## config.mk

```make
export PLATFORM = sky130hd
export DESIGN_NAME = wave_scheduler
export DESIGN_NICKNAME = d
export VERILOG_FILES = /design/src/rtl/game_pkg.sv /design/src/rtl/tick_prescaler.sv /design/src/rtl/wave_scheduler.sv
export SDC_FILE = /design/constraint.sdc
export NUM_CORES = 1
export LEC_CHECK = 0
export CORE_MARGIN = 3
export CORE_UTILIZATION = 59
export DETAILED_ROUTE_END_ITERATION = 8
export GPL_TIMING_DRIVEN = 1
export HOLD_SLACK_MARGIN = 0.1
export PLACE_DENSITY = 0.81
export SLEW_MARGIN = 20
export SYNTH_ARGS = -nofsm -noshare
export SYNTH_HDL_FRONTEND = slang
export SYNTH_HIERARCHICAL = 1
export SYNTH_SLANG_ARGS = --single-unit
export TNS_END_PERCENT = 1
```

## constraint.sdc

```tcl
create_clock -name clk -period 6 [get_ports clk]
set_input_delay 1.2 -clock clk [delete_from_list [all_inputs] [get_ports clk]]
set_output_delay 1.2 -clock clk [all_outputs]
set_load 0.05 [all_outputs]
```

## src/rtl/game_pkg.sv

```systemverilog
// Shared encodings and helpers for the fire-grid game: scheduler phases,
// controller game states and the score-dependent update interval.
package game_pkg;

    localparam int SCORE_W = 4;

    typedef enum logic [1:0] {
        PHASE_IDLE   = 2'b00,
        PHASE_ACTIVE = 2'b01,
        PHASE_WARN   = 2'b10
    } phase_e;

    typedef enum logic [1:0] {
        GAME_ATTRACT = 2'b00,
        GAME_PLAY    = 2'b01,
        GAME_OVER    = 2'b10
    } game_state_e;

    // Interval shrinks with score; the signed intermediate lets the clamp
    // catch values that would otherwise wrap below zero.
    function automatic logic [SCORE_W-1:0] computePeriod(
        input logic [SCORE_W-1:0] score,
        input int                 baseTicks,
        input int                 minTicks,
        input int                 stepTicks
    );
        logic [7:0]        prod;
        logic signed [7:0] raw;
        prod = 8'(score) * 8'(stepTicks);
        raw  = $signed(8'(baseTicks) - prod);
        if (raw < $signed(8'(minTicks))) begin
            return SCORE_W'(minTicks);
        end
        return raw[SCORE_W-1:0];
    endfunction

endpackage

```

## src/rtl/tick_prescaler.sv

```systemverilog
// Divides clk down to single-cycle scheduler ticks; frozen while disabled
// and restarted from zero whenever the scheduler changes state.
module tick_prescaler #(
    parameter int CLK_PER_TICK = 1_000_000
) (
    input  logic clk,
    input  logic rst,
    input  logic en,
    input  logic clr,
    output logic tick
);

    localparam int CNT_W = (CLK_PER_TICK > 1) ? $clog2(CLK_PER_TICK) : 1;
    localparam logic [CNT_W-1:0] LAST = CNT_W'(CLK_PER_TICK - 1);

    logic [CNT_W-1:0] cnt_q;
    logic [CNT_W-1:0] cnt_d;

    always_comb begin
        cnt_d = cnt_q;
        if (clr) begin
            cnt_d = '0;
        end else if (en) begin
            cnt_d = (cnt_q == LAST) ? '0 : cnt_q + 1'b1;
        end
    end

    always_ff @(posedge clk or posedge rst) begin
        if (rst) begin
            cnt_q <= '0;
        end else begin
            cnt_q <= cnt_d;
        end
    end

    assign tick = en && (cnt_q == LAST);

endmodule

```

## src/rtl/wave_scheduler.sv

```systemverilog
// Produces the fire grid's update strobes: a score-dependent ACTIVE interval
// followed by a blinking WARN window that ends in a single fire_update pulse.
module wave_scheduler
    import game_pkg::*;
#(
    parameter int CLK_PER_TICK = 1_000_000,
    parameter int BASE_TICKS   = 8,
    parameter int MIN_TICKS    = 3,
    parameter int STEP_TICKS   = 1,
    parameter int WARN_TICKS   = 2
) (
    input  logic               clk,
    input  logic               rst,
    input  logic               run,
    input  logic               hold,
    input  logic [SCORE_W-1:0] score,
    output logic [1:0]         phase,
    output logic               warn_start,
    output logic               fire_update,
    output logic               warning,
    output logic               blink,
    output logic [SCORE_W-1:0] period
);

    localparam logic [SCORE_W-1:0] WARN_LOAD = SCORE_W'(WARN_TICKS);
    localparam logic [SCORE_W-1:0] CNT_LAST  = SCORE_W'(1);

    phase_e             state_q, state_d;
    logic [SCORE_W-1:0] tickCnt_q, tickCnt_d;
    logic [SCORE_W-1:0] period_q, period_d;
    logic               warnStart_q, warnStart_d;
    logic               fireUpdate_q, fireUpdate_d;
    logic               warning_q, warning_d;
    logic               blink_q, blink_d;

    logic               tick;
    logic               prescEn;
    logic               prescClr;
    logic [SCORE_W-1:0] newPeriod;

    assign newPeriod = computePeriod(score, BASE_TICKS, MIN_TICKS, STEP_TICKS);
    assign prescEn   = (state_q != PHASE_IDLE) && !hold;
    assign prescClr  = (state_d != state_q);

    tick_prescaler #(
        .CLK_PER_TICK(CLK_PER_TICK)
    ) uPrescaler (
        .clk (clk),
        .rst (rst),
        .en  (prescEn),
        .clr (prescClr),
        .tick(tick)
    );

    // Dropping run overrides everything; hold freezes the whole schedule,
    // so an expiry coinciding with hold simply waits for the next live tick.
    always_comb begin
        state_d      = state_q;
        tickCnt_d    = tickCnt_q;
        period_d     = period_q;
        warning_d    = warning_q;
        blink_d      = blink_q;
        warnStart_d  = 1'b0;
        fireUpdate_d = 1'b0;

        if (!run) begin
            state_d   = PHASE_IDLE;
            warning_d = 1'b0;
            blink_d   = 1'b0;
        end else if (!hold) begin
            case (state_q)
                PHASE_IDLE: begin
                    state_d   = PHASE_ACTIVE;
                    period_d  = newPeriod;
                    tickCnt_d = newPeriod - WARN_LOAD;
                end
                PHASE_ACTIVE: begin
                    if (tick) begin
                        if (tickCnt_q == CNT_LAST) begin
                            state_d     = PHASE_WARN;
                            warnStart_d = 1'b1;
                            warning_d   = 1'b1;
                            tickCnt_d   = WARN_LOAD;
                            blink_d     = 1'b0;
                        end else begin
                            tickCnt_d = tickCnt_q - 1'b1;
                        end
                    end
                end
                PHASE_WARN: begin
                    if (tick) begin
                        blink_d = ~blink_q;
                        if (tickCnt_q == CNT_LAST) begin
                            state_d      = PHASE_ACTIVE;
                            fireUpdate_d = 1'b1;
                            warning_d    = 1'b0;
                            blink_d      = 1'b0;
                            period_d     = newPeriod;
                            tickCnt_d    = newPeriod - WARN_LOAD;
                        end else begin
                            tickCnt_d = tickCnt_q - 1'b1;
                        end
                    end
                end
                default: begin
                    state_d   = PHASE_IDLE;
                    warning_d = 1'b0;
                    blink_d   = 1'b0;
                end
            endcase
        end
    end

    always_ff @(posedge clk or posedge rst) begin
        if (rst) begin
            state_q      <= PHASE_IDLE;
            tickCnt_q    <= '0;
            period_q     <= SCORE_W'(BASE_TICKS);
            warnStart_q  <= 1'b0;
            fireUpdate_q <= 1'b0;
            warning_q    <= 1'b0;
            blink_q      <= 1'b0;
        end else begin
            state_q      <= state_d;
            tickCnt_q    <= tickCnt_d;
            period_q     <= period_d;
            warnStart_q  <= warnStart_d;
            fireUpdate_q <= fireUpdate_d;
            warning_q    <= warning_d;
            blink_q      <= blink_d;
        end
    end

    assign phase       = state_q;
    assign warn_start  = warnStart_q;
    assign fire_update = fireUpdate_q;
    assign warning     = warning_q;
    assign blink       = blink_q;
    assign period      = period_q;

endmodule

```

# After elaboration in Yosys (flattened, before gate mapping)
# Cells that the tools add are included.
# totals
output_inout_bits	10
input_bits	8
word_cells	82
reg_bits	34
# classes
n_addsub	4
bitwise	2
order_cmp	1
n_reduce_logical	12
mux	41
eq_ne	14
# ops
operator	n
20-bit two-way mux	3
4-bit two-way mux	8
20-bit by 1-bit adder with 20-bit output (second input constant)	1
20-bit equality test (second input constant)	1
1-bit two-way mux	19
5-bit AND reduction	3
2-bit two-way mux	6
3-bit != test (second input constant)	4
4-bit case mux with 3 select lines	1
2-bit != test (second input constant)	5
4-bit case mux with 2 select lines	1
1-bit case mux with 3 select lines	2
2-bit case mux with 3 select lines	1
6-bit AND reduction	1
2-bit nonzero test	3
5-bit by 3-bit less-than comparator with 1-bit output (second input constant)	1
4-bit by 4-bit subtractor with 5-bit output (first input constant)	1
4-bit by 1-bit equality test with 1-bit output (second input constant)	1
4-bit by 1-bit subtractor with 4-bit output (second input constant)	1
4-bit by 2-bit subtractor with 4-bit output (second input constant)	1
3-bit nonzero test	1
2-bit by 1-bit equality test with 1-bit output (second input constant)	1
2-bit equality test (second input constant)	1
1-bit logical AND	2
other kinds (4)	5

# Longest topological paths before layout
# depth
ltp_word	9
mapped_depth	15
ltp_nobuf	14

# Modules after synthesis
# Netlist, hierarchy kept.
# modules_own_cells
module	cells_each	area_each_um2	n_inst	seq_area_each_um2
tick_prescaler	120	1138.6	1	500.5
wave_scheduler	120	1081.0	1	351.6

# Least setup slack after synthesis
# OpenSTA, ideal clock, no wires.
# synth_timing
kind	in2reg
startpoint	in hold
endpoint	reg uPrescaler.cnt_q[10]
slack_ps	2216
stages	13
required_time_ps	5881
path_buffers	1
setup_time_ps	119
arrival_time_ps	3665
cell_sequence	or2_2 > inv_1 > buf_4 > and2_2 > nand4bb_1 > a2111o_1 > a21oi_1 > or4_1 > nor2_1 > nor3_1 > and4_1 > xnor2_1 > nor2_1
# synth_between
elab_chain_cells	9
elab_cells_between_ends	11
classes_between	1 x eq/ne; 6 x mux; 4 x reduce/logical
# synth_rtl
element	line	source
start: declaration	wave_scheduler.sv:15	input logic hold,
1-bit logical NOT (*)	-	
1-bit logical AND (*)	wave_scheduler.sv:42	assign prescEn = (state_q != PHASE_IDLE) && !hold;
net prescEn	wave_scheduler.sv:37	logic prescEn;
1-bit logical AND (*)	tick_prescaler.sv:36	assign tick = en && (cnt_q == LAST);
net tick	wave_scheduler.sv:36	logic tick;
2-bit two-way mux, on equally long branches	wave_scheduler.sv:91, wave_scheduler.sv:78	
2-bit case mux with 3 select lines (*)	wave_scheduler.sv:71	case (state_q)
2-bit two-way mux (*)	wave_scheduler.sv:70	end else if (!hold) begin
2-bit two-way mux (*)	wave_scheduler.sv:66	if (!run) begin
2-bit != test (*)	wave_scheduler.sv:43	assign prescClr = (state_d != state_q);
net prescClr	wave_scheduler.sv:38	logic prescClr;
20-bit two-way mux or 2-bit nonzero test (tied branches)	-	
end signal: assignment	tick_prescaler.sv:32	cnt_q <= cnt_d;
end: declaration	tick_prescaler.sv:16	logic [CNT_W-1:0] cnt_q;
# Mark *: on every way through the listed nets, which the timed path passes. The rest lies on a longest branch.
# A chain may end at the register's enable or synchronous reset.

# Worst setup path after layout
# layout_timing
startpoint	in hold
endpoint	reg uPrescaler.cnt_q[12]
# The elaborated chain is that of the path after synthesis.

==> summary.txt <==
Outcome
  – Status: completed

STA
  – Headroom to the max-slew limit: 51.4%
  – Min Clock Period, post-route: 4.54 ns
  – Part of the cycle the worst path needs: 75.7%
  – Final setup violation count: 0
  – Max-slew violations: 0
  – Least-Margin Pin Slew: 0.729 ns
  – Final Hold Viols: 0
  – Clk_skew: 0.00412 ns
  – Fmax: 220 MHz
  – Setup TNS: 0 ns
  – RSZ-0062 raised after global routing: no
  – Final WS setup: 1.46 ns

Power and ir drop
  – Comb power frac: 18.1%
  – Seq pwr share: 40.7%
  – Final Power: 635 uW
  – Peak supply drop: 0.180 mV
  – Pleak: 1.10 nW
  – Sw power: 169 uW
  – Pint: 467 uW
  – Sw Ratio: 26.6%
  – Power Dens Cells: 249 mW/mm2
  – Clock network power share: 41.2%

Place
  – Pre-CTS setup slack: 1.22 ns
  – Dpl hpwl: 3330 um
  – RD Place Congestion: 0.903
  – Port Buf Inserts: 17

Floorplanning
  – Die Ht: 67.3 um
  – Row Count: 21
  – Num ports: 18
  – Initial core utilization: 64.0%
  – Core area: 0.00347 mm2
  – Die width: 67.3 um
  – Die area: 0.00453 mm2

Global route
  – Largest net degree at the start of global routing: 21
  – GRT overflow: 0
  – Initial antenna violation count: 0
  – GRT Util Overall: 23.1%
  – First-pass GRT wire length: 7880 um
  – Vias in the first global route: 1751

Cells and area
  – # diodes: 0
  – Utilization after layout: 73.5%
  – Fill cells: 258
  – Final #Nets: 274
  – Share of layout cells above drive strength 1: 9.69%
  – Area growth syn-to-layout: 14.8%

Critical path
  – Setup crit start kind: primary input
  – Critical path arrival: 4.71 ns
  – R2R Setup Slk: 2.08 ns
  – CP Class: in2reg
  – Max stage delay on crit path: 0.53 ns
  – Crit end category: flop
  – Worst-path cell chain: clkdlybuf4s50_1 > or2_2 > inv_1 > and2_2 > nand4bb_1 > a2111o_1 > a21oi_1 > or4_1 > nor2_1 > nor3_1 > and3_1 > xnor2_1 > nor2_1
  – R2r startpoint: phase[0]
  – Slowest cell on crit path: clkdlybuf4s50_1
  – Max FO, Critical Path: 12
  – Critical Path RT: 6.17 ns
  – CP startpoint: hold
  – Most frequent CP cell: nor2_1

Routing
  – Wire length per cell: 15.2 um
  – Drt initial violations: 143
  – Vias per cell: 6.14
  – Antenna viol nets, final: 0
  – Total Wirelength: 4610 um
  – Vias: 1868
  – DR DRC count: 0
  – DR pass1 iterations: 4

CTS
  – Clk_lat worst skew: 0.29 ns
  – H-tree levels: 2
  – Clock Root Buffer: clkbuf_8
  – Post-cts sizing count: 0
  – # Post-CTS Setup Buffers: 0
  – Worst-path clk slew: 0.07 ns
  – CTS buffer count: 5
  – CTS max path bufs: 2
  – Clk sink count: 34
  – CTS tree: yes
  – Cts hold-fix bufs: 0

Synth
  – Ys flop type: dfrtp_1
  – Mapped Cells: 240
  – Post-Synthesis Cell Area: 0.00222 mm2
  – Largest cells by area after synthesis: dfrtp_1, ha_1, nor2_1
  – Yosys top cell area share: 37.2%
  – Syn Area/Cell: 9.25 um2
  – Distinct cell type count of the synthesized netlist: 64
  – Area leader, netlist: dfrtp_1
  – Most common cell in the synthesized netlist: dfrtp_1
  – Synth Warn #: 6
  – Async set-or-reset flop fraction in the synthesized netlist: 100%
  – Flops & latches, synth: 34
  – Number of flops mapped to enable cells by yosys: 0
  – Register area share after synthesis: 38.4%
  – Most frequent cells after synthesis: dfrtp_1, nor2_1, inv_1
  – Syn Nets: 257

Flow run
  – Max Cap Viol: 0

Min path
  – Min-Delay Startpoint: period[0]
  – Hold Crit Class: reg2reg
## kinds of logic after synthesis
kind of cell               share of synthesized area [%]
AOI/OAI and AO/OA                                   16.7
xor gates and xnor gates                            5.92
DFF                                                 38.4
and+or+nand+nor                                     26.9
muxes                                               2.31
adders and majority gates                           5.07
buffers and inverters                               4.74
## power groups by stage
stage / registers (mW) / clock network, mW / logic (mW)
2_1_floorplan: 0.275 / 0 / 0.0697
3_3_place_gp: 0.263 / 0 / 0.111
3_5_place_dp: 0.263 / 0 / 0.114
4_1_cts: 0.259 / 0.267 / 0.115
5_1_grt: 0.261 / 0.279 / 0.126
6_report: 0.259 / 0.262 / 0.115
## worst max-delay path: cells and delay by family
family	cells	cell delay, ns
AOI/OAI and AO/OA	2	0.60
xor gates and xnor gates	1	0.13
and+or+nand+nor	8	1.98
buffers and inverters	2	0.79
## path summary, 6_finish.rpt
path | to | cells after the start
worst max-delay path | uPrescaler/cnt_q[12] | 13
min in group asynchronous | tickCnt_q[2] | 2
worst min-delay path | period[0] | 2
worst min register to register | period[0] | 2
worst max register to register | uPrescaler/cnt_q[12] | 14
max in group asynchronous | uPrescaler/cnt_q[16] | 2
## per-stage QoR
stage	cell area (um2)	cells	hold slack (ns)
detailed placement	2410	296	0.514
finish	2550	304	0.520
floorplan	2220	240	0.478
global placement	2410	296	0.508
global route	2550	304	0.538
CTS	2550	304	0.526
## registers in the layout (all words and copies together), names as in the netlist
signal	cells
uPrescaler/cnt_q	20
period	4
tickCnt_q	4
phase	2
blink	1
fire_update	1
warn_start	1
warning	1
## per-layer routing
layer | vias to the layer above | track usage, % | wire, um
li1 | 909 | - | -
met1 | 913 | 28.6 | 2070
met2 | 36 | 38.8 | 2320
met3 | 10 | 6.16 | 155
met4 | 0 | 8.10 | 72
met5 | - | 0 | 0
## final cells by class
cell class	instances	area (um2)	share of cell area, %
multi-input cells	182	1260	49.5
flip-flops and latches	34	852	33.4
repair buffers	17	170	6.68
clock buffers	6	82.6	3.24
inverters	17	63.8	2.50
clock inverters	2	60.1	2.36
well taps	46	57.6	2.26
## layout by cell type (no fill, tap or decap), drive strengths merged, types with 2 or more instances in the layout
master / instances
a211o: 3
a21boi: 3
a21oi: 10
a22o: 2
and2: 2
and3: 8
and4: 5
bufinv: 2
clkbuf: 6
clkdlybuf4s50: 17
dfrtp: 33
ha: 9
inv: 17
mux2i: 4
nand2: 12
nand2b: 3
nand3: 6
nand3b: 3
nand4: 9
nor2: 27
nor2b: 4
nor3: 6
nor4: 2
nor4b: 4
o211ai: 2
o21ai: 10
o21bai: 2
o22ai: 3
o31ai: 2
or2: 4
xnor2: 8
xor2: 7
Note: power is estimated with default switching activity, not from simulation.
